==> config.mk <==
export PLATFORM = sky130hd
export DESIGN_NAME = cache_axi_bridge
export DESIGN_NICKNAME = d
export VERILOG_FILES = /design/src/rtl/cache_axi_bridge.sv
export SDC_FILE = /design/constraint.sdc
export NUM_CORES = 1
export LEC_CHECK = 0
export CAP_MARGIN = 20
export CELL_PAD_IN_SITES_DETAIL_PLACEMENT = 1
export CELL_PAD_IN_SITES_GLOBAL_PLACEMENT = 1
export CORE_MARGIN = 2
export CORE_UTILIZATION = 32
export DETAILED_ROUTE_END_ITERATION = 8
export GPL_TIMING_DRIVEN = 0
export PLACE_DENSITY = 0.86
export SETUP_SLACK_MARGIN = 0.4
export SLEW_MARGIN = 40
export SYNTH_ARGS = -nofsm -noshare
export SYNTH_HDL_FRONTEND = slang
export SYNTH_SLANG_ARGS = --single-unit
==> constraint.sdc <==
create_clock -name clk -period 6.7 [get_ports clk]
set_clock_uncertainty 0.2 [all_clocks]
set_input_delay 0.67 -clock clk [delete_from_list [all_inputs] [get_ports clk]]
set_output_delay 0.67 -clock clk [all_outputs]
set_load 0.05 [all_outputs]
==> src/rtl/cache_axi_bridge.sv <==
// D-cache refill / write-back port to AXI master bridge.
// Independent read and write FSMs, one outstanding burst each, with a read-after-write line guard.
module cache_axi_bridge #(
    parameter int RAW_CHECK = 1
) (
    input  logic         clk,
    input  logic         rst,
    input  logic         rd_req,
    input  logic [2:0]   rd_type,
    input  logic [31:0]  rd_addr,
    output logic         rd_rdy,
    output logic         ret_valid,
    output logic         ret_last,
    output logic [31:0]  ret_data,
    input  logic         wr_req,
    input  logic [2:0]   wr_type,
    input  logic [31:0]  wr_addr,
    input  logic [3:0]   wr_wstrb,
    input  logic [127:0] wr_data,
    output logic         wr_rdy,
    output logic [31:0]  araddr,
    output logic [7:0]   arlen,
    output logic         arvalid,
    input  logic         arready,
    input  logic [31:0]  rdata,
    input  logic         rlast,
    input  logic         rvalid,
    output logic         rready,
    output logic [31:0]  awaddr,
    output logic [7:0]   awlen,
    output logic         awvalid,
    input  logic         awready,
    output logic [31:0]  wdata,
    output logic [3:0]   wstrb,
    output logic         wlast,
    output logic         wvalid,
    input  logic         wready,
    input  logic         bvalid,
    output logic         bready
);

    localparam logic [2:0] TYPE_LINE = 3'b100;

    typedef enum logic [1:0] {
        R_IDLE,
        R_AR,
        R_DATA
    } r_state_t;

    typedef enum logic [1:0] {
        W_IDLE,
        W_XFER,
        W_RESP
    } w_state_t;

    r_state_t r_state;
    r_state_t r_next;
    w_state_t w_state;
    w_state_t w_next;

    logic [127:0] wbuf;
    logic [3:0]   wstrb_q;
    logic [1:0]   beat;
    logic         aw_done;
    logic         w_done;

    logic rd_accept;
    logic wr_accept;
    logic raw_hold;
    logic aw_hs;
    logic w_hs;
    logic aw_fin;
    logic w_fin;

    function automatic logic [31:0] burst_addr(input logic [31:0] addr, input logic [2:0] kind);
        return (kind == TYPE_LINE) ? {addr[31:4], 4'b0000} : addr;
    endfunction

    function automatic logic [7:0] burst_len(input logic [2:0] kind);
        return (kind == TYPE_LINE) ? 8'd3 : 8'd0;
    endfunction

    // Request acceptance and the read-after-write line guard.
    always_comb begin
        wr_rdy    = (w_state == W_IDLE);
        wr_accept = wr_req && wr_rdy;
        raw_hold  = 1'b0;
        if (RAW_CHECK != 0) begin
            // A write accepted this very cycle must block a same-line read as well.
            raw_hold = ((w_state != W_IDLE) && (rd_addr[31:4] == awaddr[31:4])) ||
                       (wr_accept && (wr_addr[31:4] == rd_addr[31:4]));
        end
        rd_rdy    = (r_state == R_IDLE) && !raw_hold;
        rd_accept = rd_req && rd_rdy;
    end

    always_comb begin
        r_next    = r_state;
        arvalid   = 1'b0;
        rready    = 1'b0;
        ret_valid = 1'b0;
        ret_last  = 1'b0;
        ret_data  = rdata;
        case (r_state)
            R_IDLE: begin
                if (rd_accept) r_next = R_AR;
            end
            R_AR: begin
                arvalid = 1'b1;
                if (arready) r_next = R_DATA;
            end
            R_DATA: begin
                rready    = 1'b1;
                ret_valid = rvalid;
                ret_last  = rvalid && rlast;
                if (rvalid && rlast) r_next = R_IDLE;
            end
            default: r_next = R_IDLE;
        endcase
    end

    always_ff @(posedge clk or negedge rst) begin
        if (!rst) begin
            r_state <= R_IDLE;
            araddr  <= '0;
            arlen   <= '0;
        end else begin
            r_state <= r_next;
            if (rd_accept) begin
                araddr <= burst_addr(rd_addr, rd_type);
                arlen  <= burst_len(rd_type);
            end
        end
    end

    // AW and W complete independently; the burst ends once both have finished.
    always_comb begin
        w_next  = w_state;
        awvalid = (w_state == W_XFER) && !aw_done;
        wvalid  = (w_state == W_XFER) && !w_done;
        wlast   = wvalid && (beat == awlen[1:0]);
        wstrb   = wstrb_q;
        bready  = (w_state == W_RESP);
        aw_hs   = awvalid && awready;
        w_hs    = wvalid && wready;
        aw_fin  = aw_done || aw_hs;
        w_fin   = w_done || (w_hs && wlast);
        case (beat)
            2'd0:    wdata = wbuf[31:0];
            2'd1:    wdata = wbuf[63:32];
            2'd2:    wdata = wbuf[95:64];
            default: wdata = wbuf[127:96];
        endcase
        case (w_state)
            W_IDLE: begin
                if (wr_accept) w_next = W_XFER;
            end
            W_XFER: begin
                if (aw_fin && w_fin) w_next = W_RESP;
            end
            W_RESP: begin
                if (bvalid) w_next = W_IDLE;
            end
            default: w_next = W_IDLE;
        endcase
    end

    always_ff @(posedge clk or negedge rst) begin
        if (!rst) begin
            w_state <= W_IDLE;
            awaddr  <= '0;
            awlen   <= '0;
            beat    <= '0;
            aw_done <= 1'b0;
            w_done  <= 1'b0;
        end else begin
            w_state <= w_next;
            if (wr_accept) begin
                awaddr  <= burst_addr(wr_addr, wr_type);
                awlen   <= burst_len(wr_type);
                beat    <= '0;
                aw_done <= 1'b0;
                w_done  <= 1'b0;
            end else if (w_state == W_XFER) begin
                if (aw_hs) aw_done <= 1'b1;
                if (w_hs) begin
                    // Hold the counter on the last beat so wdata/wlast stay coherent.
                    if (wlast) w_done <= 1'b1;
                    else       beat   <= beat + 2'd1;
                end
            end
        end
    end

    // Write payload buffer; only meaningful while a burst is in flight.
    always_ff @(posedge clk) begin
        if (wr_accept) begin
            wbuf    <= wr_data;
            wstrb_q <= (wr_type == TYPE_LINE) ? 4'b1111 : wr_wstrb;
        end
    end

endmodule

# Word level (Yosys, flattened, before mapping)
# Index checks and enable logic that the tools add are counted.
[word_totals]
ff_bits = 220
mem_count = 0
out_inout_bits = 158
mem_bits_rw = 0
latchBits = 0
elab_cells = 90
romBits = 0
input_bits = 244
[classes]
n_lt_le_gt_ge = 0
n_mux = 28
reduce_logical = 32
n_eq_ne = 18
n_div = 0
n_mul = 0
add_sub_neg = 1
shift = 0
n_bitwise = 0
[op_table]
columns = ["operator", "n"]
rows = [
  ["32-bit one-hot mux with 3 select lines", 1],
  ["28-bit == test", 2],
  ["2-bit two-way mux", 12],
  ["1-bit logical AND", 13],
  ["2-bit one-hot mux with 3 select lines", 2],
  ["3-bit AND reduction", 4],
  ["1-bit two-way mux", 11],
  ["2-bit nonzero test", 5],
  ["4-bit two-way mux", 2],
  ["2-bit inequality test, second input constant", 4],
  ["2-bit by 1-bit == test with 1-bit output, second input constant", 3],
  ["2-bit == test, second input constant", 3],
  ["3-bit == test, second input constant", 2],
  ["2-bit zero test", 3],
  ["2-bit by 1-bit inequality test with 1-bit output, second input constant", 3],
  ["1-bit zero test", 3],
  ["1-bit logical OR", 3],
  ["2-bit by 1-bit adder with 2-bit output, second input constant", 1],
  ["2-bit == test", 1],
  ["2-bit AND reduction", 1],
]

# Logic depth before layout (Yosys ltp)
# Gate-level depths: netlist of run 1.
[logic_depth]
ltp_word = 9
depth_mapped = 8
ltp_nobuf = 6

# Least setup slack after synthesis of run 1
# OpenSTA, ideal clock, no wires.
[synth_timing]
kind = "input to register"
start = "input wr_req"
end = "register wbuf[0], enable pin"
setup_ps = 548
cell_stages = 4
required_ps = 5952
n_path_buf = 2
arrival_time_ps = 5033
path_slack_ps = 919
path_cell_list = "or3b_1 buf_6 clkinv_1 clkbuf_1"
[synth_via]
elab_chain_len = 1
[synth_lines]
columns = ["item", "line", "text"]
rows = [
  ["start, declared", "15", "input logic wr_req,"],
  ["1-bit logical AND", "86", "wr_accept = wr_req && wr_rdy;"],
  ["via wr_accept", "68", "logic wr_accept;"],
  ["end signal, assigned", "198", "wbuf <= wr_data;"],
  ["end, declared", "61", "logic [127:0] wbuf;"],
]
# The timed path passes the listed nets, and every way through them passes these cells.
# A chain may end at the register's enable or synchronous reset.

# Worst setup path after layout of run 1
[layout_timing]
start = "register beat[0]"
end = "output wdata[3]"
[layout_via]
elab_chain_len = 2
elab_cells_between_ends = 4
cone_classes = "2 x eq/ne; 1 x mux; 1 x reduce/logical"
[layout_lines]
columns = ["item", "line", "text"]
rows = [
  ["start, declared", "63", "logic [1:0] beat;"],
  ["start signal, assigned", "189", "else beat <= beat + 2'd1;"],
  ["2-bit == test, or another cell as far along", "148", "case (beat)"],
  ["32-bit one-hot mux with 3 select lines (*)", "148", ""],
  ["end, declared", "33", "output logic [31:0] wdata,"],
]
# Mark *: on every way between the ends. The rest lies on a longest branch, timed or not.

==> results of run 1 <==
[where the power goes]
group	internal, mW	switching [mW]
Combinational	1.05	1.90
Sequential	1.80	0.247
Clock	0.715	0.509
Total	3.56	2.66
[worst paths after layout]
kind / end / slack [ps] / from / cells past startpoint
min reg2reg: w_done / 310 / w_done / 2
max reg2reg: araddr[29] / 3930 / w_state[1] / 7
max: wdata[3] / 2310 / beat[0] / 5
min in group asynchronous: araddr[23] / 390 / rst / 2
min: w_done / 310 / w_done / 2
max in group asynchronous: awlen[0] / 5370 / rst / 3
[logic make-up after synthesis]
group                    Yosys count  synth area share [%]
AO/OA/AOI/OAI                     51                 5.150
flip-flops                       206                 65.58
multiplexers                      65                 8.748
other                              1               0.04229
buffers and inverters            111                 6.985
AND/OR/NAND/NOR                  145                 7.394
XOR/XNOR                          56                 5.531
adder cells (fa/ha/maj)            4                0.5644
[flip-flops by register name (all words and copies together), names as in the netlist]
| name | cells |
|---|---|
| araddr | 32 |
| wstrb | 4 |
| beat | 2 |
| r_state | 2 |
| awaddr | 32 |
| w_done | 1 |
| w_state | 2 |
| arlen | 1 |
| awlen | 1 |
| wbuf | 128 |
| aw_done | 1 |
[worst max-delay path, cell delays in order (launching register included)]
cell and delay [ps]:
dfrtp_1 480, ha_1 180, clkbuf_1 370, clkbuf_1 660, mux2i_1 430, clkdlybuf4s50_1 870
[per-stage QoR]
stage                     setup slack [ps]  cell area [um2]  power [mW]  hold WS, ps
after floorplan                      918.5             8909       3.894        174.4
after global placement               -1266            12950       4.970        286.1
after detailed placement              2726            13040       5.017        292.8
after CTS                             2253            13790       6.289        312.6
after global routing                  2129            13790       6.475        324.8
final                                 2313            13790       6.215        313.1
[what timing repair did]
action	4_1_cts	5_1_grt
hold endpoints to repair	24	0
buffers inserted	0	0
hold buffers	1	0
resized for setup	0	0
[metal layers]
| layer | global-route usage (%) | vias up | share of wire, % |
|---|---|---|---|
| met1 | 21.41 | 3312 | 35 |
| met3 | 7.302 | 40 | 10 |
| met5 | 0 | - | 0 |
| met4 | 5.834 | 0 | 2.4 |
| li1 | - | 3028 | - |
| met2 | 37.49 | 324 | 52 |
[placed cells by master, fill, tap and decap left out, types with 5 or more instances in the layout]
cell	Yosys	final
o21ai_0	5	5
mux2i_1	37	37
edfxtp_1	132	132
a222oi_1	32	32
nor2_1	11	11
mux2_4	24	24
nand2_1	97	97
a22o_1	7	7
inv_1	41	41
dfrtp_1	74	74
conb_1	1	12
clkinv_1	1	8
clkbuf_16	0	25
clkinv_2	0	6
nor4_1	12	12
xor2_1	56	56
buf_6	4	5
clkbuf_1	19	22
buf_4	46	47
clkdlybuf4s50_1	0	356
[cell type report]
type | instances | area [um2]
clock inverters | 15 | 95.09
well taps | 372 | 465.4
clock buffers | 29 | 640.6
repair buffers | 363 | 3680
plain buffers | 69 | 465.4
inverters | 42 | 157.7
fillers | 2745 | 13310
flip-flops and latches | 206 | 5816
multi-input cells | 333 | 2474
==> impl_metrics.env, run 1 <==
export IMPL_setup_violations=0
export IMPL_start_util_pct=32.72
export IMPL_cts_sinks=206
export IMPL_grt_pass1_wl_mm=44.25
export IMPL_dr_pass1_iters=5
export IMPL_syn_area_per_cell_um2=13.88
export IMPL_p_leak_nw=5.506
export IMPL_cts_tree="yes"
export IMPL_fmax_mhz=227.9
export IMPL_vias=6704
export IMPL_synth_top_area_share_pct=44.70
export IMPL_dp_hpwl_mm=23.27
export IMPL_cts_root_buf="clkbuf_16"
export IMPL_ys_seq_elements=206
export IMPL_syn_area_um2=8867
export IMPL_path_clk_slew_ps=60
export IMPL_die_h_um=170.5
export IMPL_fin_util_pct=50.90
export IMPL_clock_path_buffers=3
export IMPL_areaGrowthSynthToFinish_pct=55.55
export IMPL_n_antenna_cell=0
export IMPL_drc=0
export IMPL_required_ps=5830
export IMPL_fin_cells=1429
export IMPL_path_class="flop to output pin"
export IMPL_core_area_um2=27100
export IMPL_yosys_cell_types_count=36
export IMPL_synth_ff_type="edfxtp_1"
export IMPL_dieArea_um2=29060
export IMPL_worst_slew_pin_slew_ps=804.0
export IMPL_htreeDepth=1
export IMPL_start_kind="flop"
export IMPL_arrival_ps=3520
export IMPL_p_per_area_nw_per_um2=450.6
export IMPL_rsz0062_at_grt="no"
export IMPL_synth_edf_count=132
export IMPL_synth_seq_area_share_pct=65.58
export IMPL_routabilityCongestion=0.7765
export IMPL_grt_total_usage_pct=20.21
export IMPL_path_max_fanout=10
export IMPL_hold_violations=0
export IMPL_avgRoutedWirePerCell_um=21.24
export IMPL_cap_violations=0
export IMPL_port_buffers=357
export IMPL_drive_gt1_share_pct=11.73
export IMPL_synth_top_cells_by_count="edfxtp_1, nand2_1, dfrtp_1"
export IMPL_numCtsBuffers=24
export IMPL_slew_viol_final=0
export IMPL_period_share_pct=65.48
export IMPL_antenna_found_initial=0
export IMPL_tns_ps=0
export IMPL_viasPerCell=4.691
export IMPL_grt_max_degree=51
export IMPL_ys_warn_count=0
export IMPL_place_inst=1383
export IMPL_drtAntennaViolNets=0
export IMPL_outcome="complete, no violations"
export IMPL_ir_drop_mv=0.3171
export IMPL_globalRouteOverflowTotal=0
export IMPL_grt_pass1_vias=7443
export IMPL_wl_mm=30.36
export IMPL_synth_most_common_cell="edfxtp_1"
export IMPL_die_x_um=170.5
export IMPL_hold_path_class="flop to flop"
export IMPL_async_reset_ff_share_pct=35.92
export IMPL_nets=1287
export IMPL_clk_latency_ps=510
export IMPL_drt_iter0_drc=399
export IMPL_synthCells=639
export IMPL_rows=60
export IMPL_period_minus_slack_ps=4387
export IMPL_yosys_top_cells_area="edfxtp_1, dfrtp_1, xor2_1"
export IMPL_synth_top_cell_by_area="edfxtp_1"
export IMPL_pin_count=402
export IMPL_max_slew_margin_pct=46.40
export IMPL_cp_end_kind="output pin"
No activity file was read; power rests on OpenSTA's default activity.
==> inputs of run 2 (changes only) <==
--- a/config.mk
+++ b/config.mk
@@ -9,10 +9,10 @@
 export CELL_PAD_IN_SITES_DETAIL_PLACEMENT = 1
 export CELL_PAD_IN_SITES_GLOBAL_PLACEMENT = 1
 export CORE_MARGIN = 2
-export CORE_UTILIZATION = 32
+export CORE_UTILIZATION = 29
 export DETAILED_ROUTE_END_ITERATION = 8
 export GPL_TIMING_DRIVEN = 0
-export PLACE_DENSITY = 0.86
+export PLACE_DENSITY = 0.82
 export SETUP_SLACK_MARGIN = 0.4
 export SLEW_MARGIN = 40
 export SYNTH_ARGS = -nofsm -noshare
==> constraint.sdc (replaced) <==
create_clock -name clk -period 3.6 [get_ports clk]
set_clock_uncertainty 0.2 [all_clocks]
set_input_delay 0.36 -clock clk [delete_from_list [all_inputs] [get_ports clk]]
set_output_delay 0.36 -clock clk [all_outputs]
set_load 0.05 [all_outputs]
==> impl_metrics.env, run 2 (synthesis results as in run 1) <==
export IMPL_regMostFlops="wbuf"
export IMPL_drive_gt1_share_pct=16.60
export IMPL_viasPerCell=4.601
export IMPL_areaGrowthSynthToFinish_pct=56.50
export IMPL_drt_iter0_drc=370
export IMPL_globalRouteOverflowTotal=0
export IMPL_cp_end_kind="output pin"
export IMPL_nets=1284
export IMPL_ir_drop_mv=0.5381
export IMPL_cp_cell_sequence="or3_1 -> o21ai_0 -> and2_1 -> clkdlybuf4s50_1"
export IMPL_path_class="flop to output pin"
export IMPL_tns_ps=0
export IMPL_drc=0
export IMPL_dieArea_um2=31990
export IMPL_hold_violations=0
export IMPL_layout_commonest_cell="clkdlybuf4s50_1"
export IMPL_pin_count=402
export IMPL_grt_pass1_vias=7414
export IMPL_rsz0062_at_grt="no"
export IMPL_pre_cts_ws_ps=99.43
export IMPL_cts_tree="yes"
export IMPL_crit_slowest_cell="clkdlybuf4s50_1"
export IMPL_worst_path_largest_cell_delay_ps=810
export IMPL_grt_pass1_wl_mm=44.58
export IMPL_arrival_ps=2450
export IMPL_power_mw=11.57
export IMPL_cts_sinks=206
export IMPL_r2r_slack_ps=860
export IMPL_grt_total_usage_pct=18.61
export IMPL_outcome="complete, no violations"
export IMPL_path_clk_slew_ps=60
export IMPL_r2r_start="awaddr[28]"
export IMPL_critPathLaunch="beat[1]"
export IMPL_slew_viol_final=0
export IMPL_port_buffers=357
export IMPL_avgRoutedWirePerCell_um=21.10
export IMPL_cts_root_buf="clkbuf_16"
export IMPL_antenna_found_initial=2
export IMPL_r2r_cells=7
export IMPL_start_kind="flop"
export IMPL_worst_slack_ps=593.9
export IMPL_dp_hpwl_mm=22.94
export IMPL_wl_mm=30.64
export IMPL_hold_path_class="primary input to async pin"
export IMPL_drtAntennaViolNets=0
export IMPL_required_ps=3040
export IMPL_die_h_um=178.9
export IMPL_clock_path_buffers=3
export IMPL_layout_common_cells="clkdlybuf4s50_1, edfxtp_1, nand2_1"
export IMPL_die_x_um=178.9
export IMPL_fmax_mhz=332.7
export IMPL_largest_reg_flops=128
export IMPL_critPathCapture="wlast"
export IMPL_vias=6680
export IMPL_htreeDepth=1
export IMPL_p_per_area_nw_per_um2=833.6
export IMPL_period_share_pct=83.50
export IMPL_dr_pass1_iters=6
export IMPL_period_minus_slack_ps=3006
export IMPL_numCtsBuffers=24
export IMPL_grt_max_degree=88
export IMPL_max_slew_margin_pct=51.90
export IMPL_path_max_fanout=7
export IMPL_setup_violations=0
export IMPL_largestRegisters="wbuf (128), araddr (32), awaddr (32)"
export IMPL_r2r_end="araddr[4]"
export IMPL_rows=64
export IMPL_fill_cells=3181
export IMPL_p_leak_nw=5.553
export IMPL_worst_slew_pin_slew_ps=721.5
export IMPL_routabilityCongestion=0.7850
export IMPL_core_area_um2=30350
export IMPL_cap_violations=0
export IMPL_cts_setup_buffers=0
export IMPL_clk_latency_ps=520
export IMPL_start_util_pct=29.22
## run 2: where the power goes
| group | internal (mW) | switching [mW] | leakage, nW | total [mW] |
|---|---|---|---|---|
| sequential | 3.34 | 0.441 | 2.14 | 3.78 |
| combinational | 1.88 | 3.53 | 3.06 | 5.42 |
| clock | 1.36 | 1.00 | 0.361 | 2.37 |
## run 2: worst min-delay path by stage
stage | from | to | slack (ps)
after floorplan | rst | araddr[0] | -140
after global placement | w_done | w_done | 290
after detailed placement | rst | araddr[22] | 60
after CTS | rst | araddr[28] | 60
after global routing | rst | awaddr[20] | 90
final | rst | araddr[22] | 80
## run 2: area by class of cell
type	instances	area [um2]	share of cell area, %
Antenna cell	2	5.005	0.03607
Buffer	69	516.7	3.724
Clock buffer	32	660.6	4.761
Clock inverter	12	102.6	0.7393
Inverter	42	157.7	1.136
Multi-Input combinational cell	333	2494	17.97
Sequential cell	206	5817	41.92
Tap cell	396	495.5	3.570
Timing Repair Buffer	360	3628	26.15
## run 2: through the flow
| step | hold WS (ps) | instance area, um2 | utilization, % | instances |
|---|---|---|---|---|
| floorplan | -135.6 | 8912 | - | 650 |
| global placement | 288.2 | 12980 | 42.77 | 1403 |
| detailed placement | 59.75 | 13060 | 43.02 | 1405 |
| CTS | 61.35 | 13880 | 45.75 | 1450 |
| global route | 88.28 | 13870 | 45.71 | 1450 |
| finish | 81.45 | 13880 | 45.72 | 1452 |
## run 2: worst max-delay path: cells and delay by family, from the launching register on
kind | cells | cell delay [ps]
compound gates | 1 | 130
buf+inv | 1 | 810
flops | 1 | 440
simple gates | 2 | 550
## run 2: metal layers
metal | routed length, um | track usage [%] | part of all wire [%]
met1 | 10720 | 19.23 | 35
met2 | 15820 | 34.47 | 52
met3 | 3254 | 7.209 | 11
met4 | 834 | 5.691 | 2.7
met5 | 13 | 0 | 0.042
## run 2: repair_timing
action	in CTS	in global routing
resized for setup	114	15
hold endpoints to repair	74	0
pin swaps	2	1
endpoints found under the setup margin	33	25
hold buffers	1	0
